[src/rtl/tgc_stream_rx.sv]
// tgc_stream_rx: byte-serial front end for the triangle checker.
// Optional macro TGC_TIMEOUT_EN enables the inter-byte idle timeout.
module tgc_stream_rx #(
    parameter int CNT_W   = 8,
    parameter int TIMEOUT = 255
) (
    input  logic             clk,
    input  logic             rst_n,
    input  logic             flush,
    input  logic [7:0]       byte_in,
    input  logic             byte_valid,
    output logic             byte_ready,
    output logic [7:0]       a_o,
    output logic [7:0]       b_o,
    output logic [7:0]       c_o,
    output logic             q,
    output logic             q_valid,
    input  logic             q_ready,
    output logic [CNT_W-1:0] pass_cnt
);

    typedef enum logic [2:0] {
        GET_A = 3'd0,
        GET_B = 3'd1,
        GET_C = 3'd2,
        EVAL  = 3'd3,
        OUT   = 3'd4
    } state_t;

    state_t     state;
    state_t     state_nxt;

    logic [7:0] op_a;
    logic [7:0] op_b;
    logic [7:0] op_c;

    logic       in_get;
    logic       take;
    logic       hand;
    logic       timeout_hit;
    logic       q_eval;

    logic [8:0] sum_ab;
    logic [8:0] sum_ac;
    logic [8:0] sum_bc;

    // Reject nonsensical parameterisations at elaboration.
    if (CNT_W < 1 || TIMEOUT < 1) begin : g_param_check
        $error("tgc_stream_rx: CNT_W and TIMEOUT must be >= 1");
    end

    assign in_get = (state == GET_A) || (state == GET_B) || (state == GET_C);
    assign take   = byte_valid & byte_ready;
    assign hand   = q_valid & q_ready & ~flush;

    // 9-bit sums so that large operands cannot wrap and fake a triangle.
    assign sum_ab = {1'b0, op_a} + {1'b0, op_b};
    assign sum_ac = {1'b0, op_a} + {1'b0, op_c};
    assign sum_bc = {1'b0, op_b} + {1'b0, op_c};
    assign q_eval = (sum_ab > {1'b0, op_c}) &
                    (sum_ac > {1'b0, op_b}) &
                    (sum_bc > {1'b0, op_a});

`ifdef TGC_TIMEOUT_EN
    localparam int IDLE_W = (TIMEOUT < 2) ? 1 : $clog2(TIMEOUT + 1);

    logic [IDLE_W-1:0] idle_cnt;
    logic              idle_run;

    assign idle_run    = (state == GET_B) || (state == GET_C);
    assign timeout_hit = idle_run && !take &&
                         (idle_cnt == IDLE_W'(TIMEOUT - 1));

    // Idle counter: counts edges without a byte while a triple is partial.
    always_ff @(posedge clk or negedge rst_n) begin
        if (!rst_n) begin
            idle_cnt <= '0;
        end else if (flush || take || !idle_run || timeout_hit) begin
            idle_cnt <= '0;
        end else begin
            idle_cnt <= idle_cnt + IDLE_W'(1);
        end
    end
`else
    assign timeout_hit = 1'b0;
`endif

    // State register.
    always_ff @(posedge clk or negedge rst_n) begin
        if (!rst_n) begin
            state <= GET_A;
        end else begin
            state <= state_nxt;
        end
    end

    // Next-state: flush and timeout both abandon the triple.
    always_comb begin
        state_nxt = state;
        if (flush) begin
            state_nxt = GET_A;
        end else begin
            case (state)
                GET_A: begin
                    if (take) state_nxt = GET_B;
                end
                GET_B: begin
                    if (take)             state_nxt = GET_C;
                    else if (timeout_hit) state_nxt = GET_A;
                end
                GET_C: begin
                    if (take)             state_nxt = EVAL;
                    else if (timeout_hit) state_nxt = GET_A;
                end
                EVAL: begin
                    state_nxt = OUT;
                end
                OUT: begin
                    if (q_ready) state_nxt = GET_A;
                end
                default: begin
                    state_nxt = GET_A;
                end
            endcase
        end
    end

    // Handshake outputs decoded from the current state.
    always_comb begin
        byte_ready = rst_n & ~flush & in_get;
        q_valid    = (state == OUT);
    end

    // Operand capture, one byte per GET state.
    always_ff @(posedge clk or negedge rst_n) begin
        if (!rst_n) begin
            op_a <= '0;
            op_b <= '0;
            op_c <= '0;
        end else if (take) begin
            if (state == GET_A) op_a <= byte_in;
            if (state == GET_B) op_b <= byte_in;
            if (state == GET_C) op_c <= byte_in;
        end
    end

    // Result registers load once per triple and then hold.
    always_ff @(posedge clk or negedge rst_n) begin
        if (!rst_n) begin
            a_o <= '0;
            b_o <= '0;
            c_o <= '0;
            q   <= 1'b0;
        end else if ((state == EVAL) && !flush) begin
            a_o <= op_a;
            b_o <= op_b;
            c_o <= op_c;
            q   <= q_eval;
        end
    end

    // Saturating count of triangles handed downstream.
    always_ff @(posedge clk or negedge rst_n) begin
        if (!rst_n) begin
            pass_cnt <= '0;
        end else if (hand && q && (pass_cnt != '1)) begin
            pass_cnt <= pass_cnt + CNT_W'(1);
        end
    end

endmodule

[config.mk]
export PLATFORM = sky130hd
export DESIGN_NAME = tgc_stream_rx
export DESIGN_NICKNAME = d
export VERILOG_FILES = /design/src/rtl/tgc_stream_rx.sv
export SDC_FILE = /design/constraint.sdc
export NUM_CORES = 1
export LEC_CHECK = 0
export BUFFER_PORTS_ARGS = -buffer_cell sky130_fd_sc_hd__clkbuf_2
export CAP_MARGIN = 5
export CORE_UTILIZATION = 58
export CTS_BUF_LIST = sky130_fd_sc_hd__clkbuf_4 sky130_fd_sc_hd__clkbuf_8 sky130_fd_sc_hd__clkbuf_16
export DETAILED_ROUTE_END_ITERATION = 10
export PLACE_DENSITY = 0.85
export SYNTH_ARGS = -nofsm -noshare
export SYNTH_HDL_FRONTEND = slang
export SYNTH_SLANG_ARGS = --single-unit
[constraint.sdc]
create_clock -name clk -period 3.4 [get_ports clk]
set_clock_uncertainty 0.1 [all_clocks]
set_input_delay 0.85 -clock clk [delete_from_list [all_inputs] [get_ports clk]]
set_output_delay 0.85 -clock clk [all_outputs]
set_load 0.01 [all_outputs]
==> flow_summary.toml, run 1 <==
[run_status]
outcome = "completed"

[synthesis]
synth.mux.area_fraction_pct = 5.398
synthAdderAreaFrac_pct = 17.93
synth-edff-count = 0
avgSynthCellArea_um2 = 9.702
synthCells = 387
synth_nets = 452
syn_area_mm2 = 0.003755
yosys_most_used_dff = "dfrtp_1"
async_reset_ff_share_pct = 100.0
synth_top_family_by_area = "adder cells"
yosysWarnings = 0
synth-xor-area-share_pct = 4.665
synth_compound_area_share_pct = 14.36
ys_types = 40
synthSimpleGateAreaFrac_pct = 13.93
yosysSeqAreaShare_pct = 39.99
ys_ff_latch = 60

[worst_setup_path]
cp-end-kind = "register"
path_max_fanout = 5
start_kind = "register"
critPathKind = "register to register"
cp.arrival_ns = 3.46
worstPathRequired_ns = 3.52

[finish]
antennaDiodeCount = 0
areaGrowthSynthToFinish_pct = 17.69
finalNonFillerCells = 529
nets = 514
drive_gt1_share_pct = 23.35

[clock_network]
cts.sinks = 60
clk_latency_ns = 0.35
cts_buffers = 9
cts_tree = "built"
cts-root-buf = "clkbuf_8"
cts_hold_buf = 0
htreeDepth = 3
path_clk_slew_ns = 0.07
cts_buffer_depth = 2

[placement]
portBuffers = 47
dp_slack_ns = 0.07093
hpwl_um = 6393
placedCellCount = 507
place_congestion = 0.9688

[floorplan]
core_region_area_mm2 = 0.006096
io_pins = 48
fp.dieW_um = 82.46
placementRows = 28
dieArea_mm2 = 0.006800
die_y_um = 82.46
start_util_pct = 61.60

[timing]
fin_crit_ns = 3.339
fin_crit_sh_pct = 98.20
final-setup-viol-count = 0
fmax_mhz = 299.5
hold_violations = 0
tns_ns = 0
worst_slew_pin_slew_ns = 0.7570
slew_headroom_pct = 49.54
slew_viol_final = 0
setup_slack_ns = 0.06131

[global_routing]
antenna_found_initial = 0
grt_overflow = 0
grt_first_pass_wirelength_um = 13250
grt_pass1_vias = 2821
grt_usage_pct = 27.00
grt_max_degree = 63

[drt]
vias = 3044
remaining_drc_errors = 0
drtPass1Iterations = 4
detail_route.wl_per_cell_um = 16.36
drt_iter0_drc = 216
drt_wl_total_um = 8652
vias_per_cell = 5.754
antenna_left = 0

[pwr]
p_total_w = 0.002633
leakage_nw = 2.235
vdd_drop_max_v = 0.0003665
p_per_area_mw_per_mm2 = 595.8

[flow_run]
maxCapViolations = 0

[min_path]
hold_class = "register to register"
critical path, stage by stage (launching register included):
cell and delay, ns:
dfrtp_2 0.44, ha_2 0.20, inv_1 0.07, fa_1 0.23
nor2b_2 0.07, o31a_1 0.26, o21ai_0 0.20, nand2b_1 0.12
xor2_1 0.15, ha_1 0.30, nand2_1 0.09, o32ai_2 0.27
a21oi_1 0.08, a221o_1 0.34, a311oi_2 0.21, nor4_1 0.07
state kept, by name, summed over array words and instances, names as in the netlist:
register / count
a_o: 8
b_o: 8
c_o: 8
op_a: 8
op_b: 8
op_c: 8
pass_cnt: 8
q: 1
state: 3
through the flow:
stage	utilization, %	instance area [µm²]	hold WS [ns]
final	72.50	4419	0.3760
after global routing	72.50	4419	0.4001
after CTS	70.96	4325	0.3829
after detailed placement	67.10	4090	0.3691
after global placement	67.10	4090	0.3603
after floorplan	-	3755	0.3989
metal layers:
layer  vias up  wire length [µm]  track usage, %
met5         -                 0               0
met4         0               279           11.93
met3        25               426           7.912
met2        97              3963           41.24
met1      1439              3982           35.45
li1       1483                 -               -
power by group:
part           internal, W  leakage, nW  switching, W
Combinational     0.000468         1.31      0.000554
Sequential        0.000782        0.808     0.0000822
Clock             0.000471        0.121      0.000277
what timing repair did:
item	in CTS	in global routing
buffers inserted	0	6
endpoints found under the setup margin	0	1
resized for setup	0	11
synth_stat cells, drive strengths merged, types with 6 or more instances:
| cell | instances | area share (%) |
|---|---|---|
| xnor2 | 15 | 3.5 |
| o21ai | 43 | 5.7 |
| nand3 | 7 | 0.93 |
| mux2 | 18 | 5.4 |
| inv | 31 | 3.1 |
| nor2 | 21 | 2.1 |
| ha | 49 | 16 |
| nor3 | 9 | 1.5 |
| dfrtp | 60 | 40 |
| o21a | 6 | 1.2 |
| nor2b | 6 | 1.0 |
| nand2 | 54 | 5.4 |
| nand4 | 6 | 1.0 |
| a21oi | 15 | 2.0 |
layout by cell type, fill, tap and decap left out, types with 2 or more instances in the layout:
| cell type | count |
|---|---|
| nor2_1 | 21 |
| xor2_1 | 5 |
| nand3_1 | 7 |
| fa_1 | 3 |
| mux2_2 | 17 |
| a21oi_1 | 15 |
| nand4_1 | 6 |
| nand2b_1 | 2 |
| o21a_1 | 6 |
| xnor2_1 | 15 |
| o21bai_1 | 2 |
| o41ai_2 | 2 |
| clkbuf_8 | 11 |
| nor3_1 | 7 |
| a21o_1 | 5 |
| dfrtp_1 | 59 |
| inv_1 | 31 |
| buf_4 | 10 |
| ha_1 | 48 |
| o31a_1 | 3 |
| clkbuf_2 | 47 |
| a2bb2oi_1 | 2 |
| clkbuf_4 | 2 |
| nand2_1 | 54 |
| nor3b_2 | 3 |
| nor2b_2 | 2 |
| bufinv_16 | 2 |
| nor2b_1 | 4 |
| o21ai_0 | 43 |
area by class of cell:
cell class	count	area [µm²]
inverters	31	116.4
well taps	75	93.84
flip-flops and latches	60	1503
repair buffers	57	310.3
fillers	459	1677
multi-input cells	290	2161
clock buffers	13	166.4
clock inverters	3	68.82
worst paths after layout:
check / from / to / slack, ns / cells past startpoint
hold / removal: b_o[6] / b_o[6] / 0.38 / 2
setup / recovery: op_c[0] / q / 0.06 / 15
max in group asynchronous: rst_n / op_c[0] / 1.98 / 2
min in group asynchronous: rst_n / c_o[4] / 0.69 / 2
hold reg to reg: b_o[6] / b_o[6] / 0.38 / 2
setup reg to reg: op_c[0] / q / 0.06 / 15
cell families after synthesis:
group | count (synthesis)
and+or+nand+nor | 111
muxes | 18
DFF | 60
adders and majority gates | 52
xor gates and xnor gates | 20
AOI/OAI and AO/OA | 89
buffers and inverters | 37
Note: power is estimated with default switching activity, not from simulation.
==> inputs of run 2 (changes only) <==
Settings changed: ABC_AREA set to 1, CORE_UTILIZATION 58 to 59, CTS_BUF_LIST sky130_fd_sc_hd__clkbuf_4 sky130_fd_sc_hd__clkbuf_8 sky130_fd_sc_hd__clkbuf_16 to unset, PLACE_DENSITY 0.85 to 0.86.
==> run 2 against run 1 <==
Global-route usage increased by 1.1 points. Core utilization decreased by 3.0 points. Critical endpoint unchanged. Area after synthesis rose by 4.9%. Register-to-register slack improved by 0.26 ns.
==> flow_summary.toml, run 2 <==
[clock_network]
path_clk_slew_ns = 0.07
cts_hold_buf = 0
clk_latency_ns = 0.34
cts_buffers = 9
cts_buffer_depth = 2
post_cts_resized = 0
post_cts_buffers = 0
cts.sinks = 60
cts-root-buf = "clkbuf_8"
htreeDepth = 3
cts_tree = "built"

[drt]
drtPass1Iterations = 4
vias = 3376
remaining_drc_errors = 0
detail_route.wl_per_cell_um = 14.75
antenna_left = 0
vias_per_cell = 5.525
drt_wl_total_um = 9011
drt_iter0_drc = 156

[worst_setup_path]
slowest_stage = "o21ai_0"
cp_slowest_stage_delay_ns = 0.44
path_max_fanout = 4
path_cells = "ha_1 -> inv_1 -> fa_1 -> o21ai_0 -> a31oi_1 -> xnor2_1 -> ha_1 -> a21o_1 -> a21oi_1 -> nand2_1 -> nand2_1 -> a21oi_1 -> nand3_1 -> nand2_1"
worstPathRequired_ns = 3.53
cp-end-kind = "register"
path_common_cell = "nand2_1"
cp.arrival_ns = 3.21
critPathKind = "register to register"
start_kind = "register"
crit_family = "compound AO/OA/AOI/OAI gates"
path_buf_inv = 1

[synthesis]
async_reset_ff_share_pct = 100.0
synth_top_area_share_pct = 38.11
yosysWarnings = 0
synth_area_leaders = "dfrtp_1 38%, ha_1 16%, nand2_1 11%"
synthCells = 477
ys_types = 28
avgSynthCellArea_um2 = 8.260
syn_area_mm2 = 0.003940
synth_nets = 542
synth_common_cells = "117 x nand2_1, 76 x inv_1, 60 x dfrtp_1"
yosys_most_used_dff = "dfrtp_1"
ys_ff_latch = 60
synth_most_common_cell = "nand2_1"
synth-edff-count = 0
yosysSeqAreaShare_pct = 38.11
yosys.area.top_type = "dfrtp_1"

[timing]
rsz0062_at_grt = "no"
fin_crit_sh_pct = 90.53
tns_ns = 0
hold_ws_ns = 0.3829
slew_headroom_pct = 50.42
fin_crit_ns = 3.078
slew_viol_final = 0
final-setup-viol-count = 0
hold_violations = 0
worst_slew_pin_slew_ns = 0.7436
fmax_mhz = 324.9

[min_path]
hold_class = "register to register"

[global_routing]
use_met1_pct = 36.10
grt-busiest-layer = "met2"
globalRouteMet3Util_pct = 5.440
antenna_found_initial = 0
grt_usage_pct = 28.13
grt_max_degree = 61
grt_pass1_vias = 3348
use_met2_pct = 46.12
grt_overflow = 0
grt_first_pass_wirelength_um = 15530

[floorplan]
io_pins = 48
dieArea_mm2 = 0.007009
fp.dieW_um = 83.72
start_util_pct = 61.70
core_region_area_mm2 = 0.006386
placementRows = 29
die_y_um = 83.72

[finish]
fill_cells = 510
final_cell_mix = "117 x nand2_1, 76 x inv_1, 60 x dfrtp_1"
finalNonFillerCells = 611
areaGrowthSynthToFinish_pct = 12.61
mostFrequentLayoutCell = "nand2_1"
nets = 594
drive_gt1_share_pct = 13.86
multi_input_area_mm2 = 0.002097
antennaDiodeCount = 0
regArea_mm2 = 0.001501

[flow_run]
maxCapViolations = 0

[placement]
hpwl_um = 6997
portBuffers = 47
place_congestion = 1.009
placedCellCount = 595

[run_status]
outcome = "completed"
run 2: path summary, 6_finish.rpt:
kind / from / to / slack [ns] / cells after the start
hold / removal: b_o[6] / b_o[6] / 0.38 / 2
setup reg to reg: op_a[0] / q / 0.32 / 14
setup / recovery: op_a[0] / q / 0.32 / 14
min in group asynchronous: rst_n / b_o[2] / 0.66 / 2
hold reg to reg: b_o[6] / b_o[6] / 0.38 / 2
max in group asynchronous: rst_n / a_o[5] / 2.04 / 2
run 2: worst reg2reg max path, cell delays in order, from the launching register on:
cell and delay (ns):
dfrtp_1 0.42, ha_1 0.19, inv_1 0.05, fa_1 0.40
o21ai_0 0.44, a31oi_1 0.18, xnor2_1 0.21, ha_1 0.28
a21o_1 0.16, a21oi_1 0.19, nand2_1 0.08, nand2_1 0.05
a21oi_1 0.07, nand3_1 0.09, nand2_1 0.05
run 2: layer usage:
| metal | wire [µm] | up-vias |
|---|---|---|
| li1 | - | 1660 |
| met1 | 3916 | 1578 |
| met2 | 4249 | 115 |
| met3 | 560 | 23 |
| met4 | 284 | 0 |
| met5 | 0 | - |
run 2: cell type report:
class	instances	share of cell area (%)
clock buffers	12	3.497
inverters	77	6.514
repair buffers	49	5.640
well taps	77	2.171
flip-flops and latches	60	33.84
multi-input cells	332	47.26
clock inverters	4	1.072
run 2: cell families (layout without fill, tap and decap cells):
logic type | count (synthesis) | after routing | share of synthesized area [%]
AO/OA/AOI/OAI | 96 | 96 | 12.92
XOR/XNOR | 25 | 25 | 5.557
adder cells (fa/ha/maj) | 52 | 52 | 17.08
buffers and inverters | 85 | 142 | 8.669
flip-flops | 60 | 60 | 38.11
multiplexers | 1 | 1 | 0.2858
AND/OR/NAND/NOR | 158 | 158 | 17.37
run 2: metrics by stage:
step / cell area (µm²) / setup WS, ns / util [%]
after floorplan: 3940 / 0.8356 / -
after global placement: 4234 / 0.4972 / 66.30
after detailed placement: 4234 / 0.4460 / 66.30
after CTS: 4437 / 0.3954 / 69.47
after global routing: 4437 / 0.1844 / 69.47
final: 4437 / 0.3221 / 69.47
Power of run 2 is left out: the tool's default activity adds up to more than one toggle a clock period on the data nets, which glitch-free logic cannot reach.
